File: config.mk
export PLATFORM = sky130hd
export DESIGN_NAME = output_argmax
export DESIGN_NICKNAME = d
export VERILOG_FILES = /design/src/rtl/output_argmax.sv
export SDC_FILE = /design/constraint.sdc
export NUM_CORES = 1
export LEC_CHECK = 0
export CORE_ASPECT_RATIO = 1.1
export CORE_MARGIN = 2
export CORE_UTILIZATION = 50
export CTS_CLUSTER_DIAMETER = 150
export DETAILED_ROUTE_END_ITERATION = 10
export GPL_TIMING_DRIVEN = 0
export MAX_ROUTING_LAYER = met4
export PLACE_DENSITY = 0.78
export SYNTH_ARGS = -nofsm -noshare
export SYNTH_HDL_FRONTEND = slang
export SYNTH_SLANG_ARGS = --single-unit
File: constraint.sdc
create_clock -name clk_i -period 5.8 [get_ports clk_i]
set_clock_uncertainty 0.1 [all_clocks]
set_input_delay 0.87 -clock clk_i [delete_from_list [all_inputs] [get_ports clk_i]]
set_output_delay 0.87 -clock clk_i [all_outputs]
set_load 0.01 [all_outputs]
File: src/rtl/output_argmax.sv
// Output stage: walks the neurons, adds each ROM bias to its dot product with
// saturation, tracks the running argmax and hands the winner downstream.
module output_argmax #(
  parameter int N_NEURONS  = 10,
  parameter int SUM_W      = 24,
  parameter int BIAS_W     = 8,
  parameter int BIAS_SHIFT = 0,
  parameter int ADDR_W     = 10
) (
  input  logic              clk_i,
  input  logic              reset_i,
  output logic [ADDR_W-1:0] rom_addr_o,
  input  logic [BIAS_W-1:0] bias_i,
  input  logic [SUM_W-1:0]  sum_i,
  input  logic              valid_i,
  output logic              ready_o,
  output logic [3:0]        class_o,
  output logic [SUM_W-1:0]  score_o,
  output logic              valid_o,
  input  logic              ready_i
);

  typedef enum logic [1:0] {
    S_FETCH,
    S_ACCEPT,
    S_RESULT
  } state_e;

  localparam logic [3:0]       LAST_IDX  = 4'(N_NEURONS - 1);
  localparam logic [SUM_W-1:0] SCORE_MAX = {1'b0, {(SUM_W-1){1'b1}}};
  localparam logic [SUM_W-1:0] SCORE_MIN = {1'b1, {(SUM_W-1){1'b0}}};

  state_e                  state_q, state_d;
  logic [3:0]              idx_q, idx_d;
  logic [3:0]              max_class_q, max_class_d;
  logic signed [SUM_W-1:0] max_score_q, max_score_d;
  logic [3:0]              class_q, class_d;
  logic [SUM_W-1:0]        score_q, score_d;

  logic signed [SUM_W:0]   bias_ext, bias_sh, sum_ext, total;
  logic signed [SUM_W-1:0] score_sat;
  logic                    take_new;
  logic [3:0]              win_class;
  logic signed [SUM_W-1:0] win_score;

  // One guard bit above SUM_W is enough: the aligned bias fits in SUM_W bits,
  // so the sum cannot wrap and overflow shows as the top two bits differing.
  always_comb begin
    bias_ext = {{(SUM_W+1-BIAS_W){bias_i[BIAS_W-1]}}, bias_i};
    bias_sh  = bias_ext <<< BIAS_SHIFT;
    sum_ext  = {sum_i[SUM_W-1], sum_i};
    total    = sum_ext + bias_sh;
    if (total[SUM_W] != total[SUM_W-1]) begin
      score_sat = total[SUM_W] ? SCORE_MIN : SCORE_MAX;
    end else begin
      score_sat = total[SUM_W-1:0];
    end
  end

  // Strictly-greater replacement keeps ties on the lowest index.
  assign take_new  = (idx_q == 4'd0) || (score_sat > max_score_q);
  assign win_class = take_new ? idx_q : max_class_q;
  assign win_score = take_new ? score_sat : max_score_q;

  // NOTE: every combinational output gets a default first so no path leaves
  // it unassigned, which would otherwise infer a latch.
  always_comb begin
    state_d     = state_q;
    idx_d       = idx_q;
    max_class_d = max_class_q;
    max_score_d = max_score_q;
    class_d     = class_q;
    score_d     = score_q;
    ready_o     = 1'b0;
    valid_o     = 1'b0;
    unique case (state_q)
      S_FETCH: begin
        state_d = S_ACCEPT;
      end
      S_ACCEPT: begin
        ready_o = 1'b1;
        if (valid_i) begin
          max_class_d = win_class;
          max_score_d = win_score;
          if (idx_q == LAST_IDX) begin
            class_d = win_class;
            score_d = win_score;
            state_d = S_RESULT;
          end else begin
            idx_d   = idx_q + 4'd1;
            state_d = S_FETCH;
          end
        end
      end
      S_RESULT: begin
        valid_o = 1'b1;
        if (ready_i) begin
          idx_d       = 4'd0;
          max_class_d = 4'd0;
          max_score_d = '0;
          state_d     = S_FETCH;
        end
      end
      default: state_d = S_FETCH;
    endcase
  end

  // NOTE: state registers use non-blocking assignments so every flop samples
  // the pre-edge values regardless of statement order.
  always_ff @(posedge clk_i) begin
    if (reset_i) begin
      state_q     <= S_FETCH;
      idx_q       <= 4'd0;
      max_class_q <= 4'd0;
      max_score_q <= '0;
      class_q     <= 4'd0;
      score_q     <= '0;
    end else begin
      state_q     <= state_d;
      idx_q       <= idx_d;
      max_class_q <= max_class_d;
      max_score_q <= max_score_d;
      class_q     <= class_d;
      score_q     <= score_d;
    end
  end

  assign rom_addr_o = ADDR_W'(idx_q);
  assign class_o    = class_q;
  assign score_o    = score_q;

endmodule

==> impl_metrics.yaml <==
final_layout:
  fin_cells: 921
  fin_util: 0.7909
  finalInstanceArea_um2: 7784
  antennaDiodeCount: 0
  fillCellCount: 591
  multi_input_area_um2: 4222
  drive_above_1_share: 0.3146
  seqCellArea_um2: 1241
  layout.nets: 886
  synthToLayoutAreaGrowth_pct: 54.52
floorplan:
  io_pins: 76
  die_w_um: 99.70
  initial_core_util: 0.5118
  die_h_um: 109.3
  num_rows: 38
  core-area_um2: 9842
  fp.dieArea_um2: 10890
routing:
  viasPerCell: 6.687
  drc: 0
  wl_per_cell_um: 21.92
  antenna_left: 0
  vias: 6159
  drtPass1Iterations: 8
  finalWirelength_um: 20190
  drt_iter0_markers: 606
hold_path:
  hold_start: "state_q[1]"
  holdPathEnd: "state_q[0]"
  hp-class: "reg2reg"
  min_path_cells: 1
cts:
  cts.sinks: 62
  root_buffer: "clkbuf_8"
  cts.htree.levels: 3
  cts_buffer_depth: 2
  clk_pin_slew_ps: 70
  cts_tree: "built"
  cts_buffers: 9
  worstSkewPairLatency_ps: 370
synth:
  synth_area_leaders: "dfxtp_1, ha_1, a21oi_1"
  netlist_area_um2: 5037
  ys_seq_elements: 62
  yosysTopAreaCell: "dfxtp_1"
  async_flop_share: 0
  synth_top_flop_cell: "dfxtp_1"
  synth.most_common_cell: "a21oi_1"
  synth_top_area_frac: 0.2464
  synth_common_cells: "a21oi_1, dfxtp_1, ha_1, nand2_1, nand3_1"
  avgSynthCellArea_um2: 7.983
  synth_warnings: 0
  synth-edff-count: 0
  yosysSeqAreaShare: 0.2464
  synthCells: 631
  ys_types: 76
placed_design:
  place_inst: 825
  io_buffers: 69
  gp_congestion: 0.9823
  place_area_um2: 5937
  dp_hpwl_um: 10890
  post-place-ws_ps: -1809
global_route:
  grt-ovfl-total: 0
  antenna_found_initial: 0
  grt_pass1_wl_um: 27780
  grt_max_degree: 18
  grt_pass1_vias: 5785
  grtUsageTotal: 0.3320
critical_path:
  crit_path_end_kind: "flop"
  max_stage_delay_ps: 360
  rrSetupSlack_ps: 2820
  worst_r2r_path_depth: 12
  required_ps: 5960
  critPathMaxFanout: 8
  cpMaxStageDelayCell: "ha_1"
  r2r-start: "max_score_q[23]"
  r2r_end: "score_o[4]"
  startpoint_type: "input pin"
  path_class: "in2reg"
  crit_arrival_ps: 6040
timing:
  post-route-period-util: 1.014
  hold_violations: 0
  max_freq_mhz: 170.0
  tightest_slew_ps: 686.6
  worst_slack_ps: -82.28
  period_needed_ps: 5882
  setup_violations: 45
  max_slew_margin: 0.5304
  drv_slew: 0
  rsz0062_at_grt: "yes"
outcome:
  violations: "setup timing"
  outcome: "finished, violations left"
pwr:
  p_total_mw: 2.097
  powerDensity_nw_per_um2: 269.4
  ir_drop_mv: 0.1343
  p_leak_nw: 3.082
flow_run:
  max_cap_viol_count: 0
[worst max path at each step]
stage	to	depth (start not counted)	from
after floorplan	max_score_q[21]	25	bias_i[7]
after global placement	score_o[12]	23	bias_i[7]
after detailed placement	score_o[14]	25	bias_i[7]
after CTS	score_o[5]	27	sum_i[7]
after global routing	score_o[4]	28	bias_i[5]
final	score_o[4]	28	bias_i[5]
[through the flow]
stage               setup TNS, ps  hold slack (ps)
detailed placement         -95920            336.0
global placement           -92490            314.4
floorplan                       0            308.5
CTS                             0            345.6
finish                     -912.7            353.6
global route                -9144            377.1
[sequential cells by signal, indices dropped and copies added, names as in the netlist]
register     flops
idx_q            4
state_q          2
max_score_q     24
max_class_q      4
score_o         24
class_o          4
[metal layers]
| layer | share of wire | vias to the layer above | GRT usage |
|---|---|---|---|
| li1 | - | 2666 | - |
| met4 | 0.092 | 0 | 0.2339 |
| met3 | 0.070 | 183 | 0.03974 |
| met1 | 0.35 | 2871 | 0.3411 |
| met5 | 0 | - | - |
| met2 | 0.49 | 439 | 0.5893 |
[final cells by class]
cell class              instances  area share
plain buffers                  39     0.04340
clock buffers                  13     0.02041
repair buffers                152      0.1898
clock inverters                 3    0.002411
flip-flops and latches         62      0.1595
multi-input cells             488      0.5424
well taps                     120     0.01929
inverters                      44     0.02283
[cells by family (layout without fill, tap and decap cells)]
| group | count (synthesis) | count (layout) | synth area share |
|---|---|---|---|
| AO/OA/AOI/OAI | 187 | 187 | 0.2635 |
| multiplexers | 8 | 8 | 0.01689 |
| XOR/XNOR | 16 | 16 | 0.02782 |
| AND/OR/NAND/NOR | 217 | 217 | 0.2243 |
| adder cells (fa/ha/maj) | 54 | 54 | 0.1356 |
| buffers and inverters | 86 | 251 | 0.08470 |
| flip-flops | 62 | 62 | 0.2464 |
| other | 1 | 6 | 0.0007444 |
[power by group]
part           internal [mW]  total, mW  switching, mW
registers              0.446      0.461         0.0150
clock network          0.178      0.352          0.174
logic                  0.584       1.28          0.700
[critical path, delay by kind of cell]
kind / cells / cell delay (ps)
buffers and inverters: 7 / 1260
AO/OA/AOI/OAI: 9 / 1850
XOR/XNOR: 1 / 80
adder cells (fa/ha/maj): 3 / 850
AND/OR/NAND/NOR: 8 / 1110
[what timing repair did]
action / in CTS / in global routing
pin swaps: 63 / 43
buffers inserted: 50 / 25
hold buffers: 0 / 0
resized for setup: 156 / 85
endpoints found under the setup margin: 56 / 56
gates cloned: 5 / 4
[placed cells by master, fill, tap and decap left out, types with 11 or more instances in the layout]
| cell type | netlist | final |
|---|---|---|
| buf_4 | 8 | 71 |
| dfxtp_1 | 62 | 62 |
| a21oi_1 | 63 | 45 |
| clkdlybuf4s50_1 | 0 | 42 |
| inv_1 | 42 | 41 |
| nand3_1 | 45 | 38 |
| nand2_1 | 48 | 37 |
| ha_1 | 53 | 30 |
| nor2_1 | 30 | 28 |
| ha_4 | 0 | 20 |
| o21ai_0 | 23 | 19 |
| clkbuf_1 | 18 | 17 |
| a21oi_2 | 2 | 16 |
| a311o_1 | 15 | 15 |
| dlygate4sd2_1 | 0 | 14 |
| and3_1 | 15 | 13 |
| xnor2_1 | 12 | 12 |
| nand4_1 | 12 | 12 |
| clkbuf_8 | 0 | 12 |
| nor3_1 | 13 | 11 |
(Power assumes the default switching activity.)
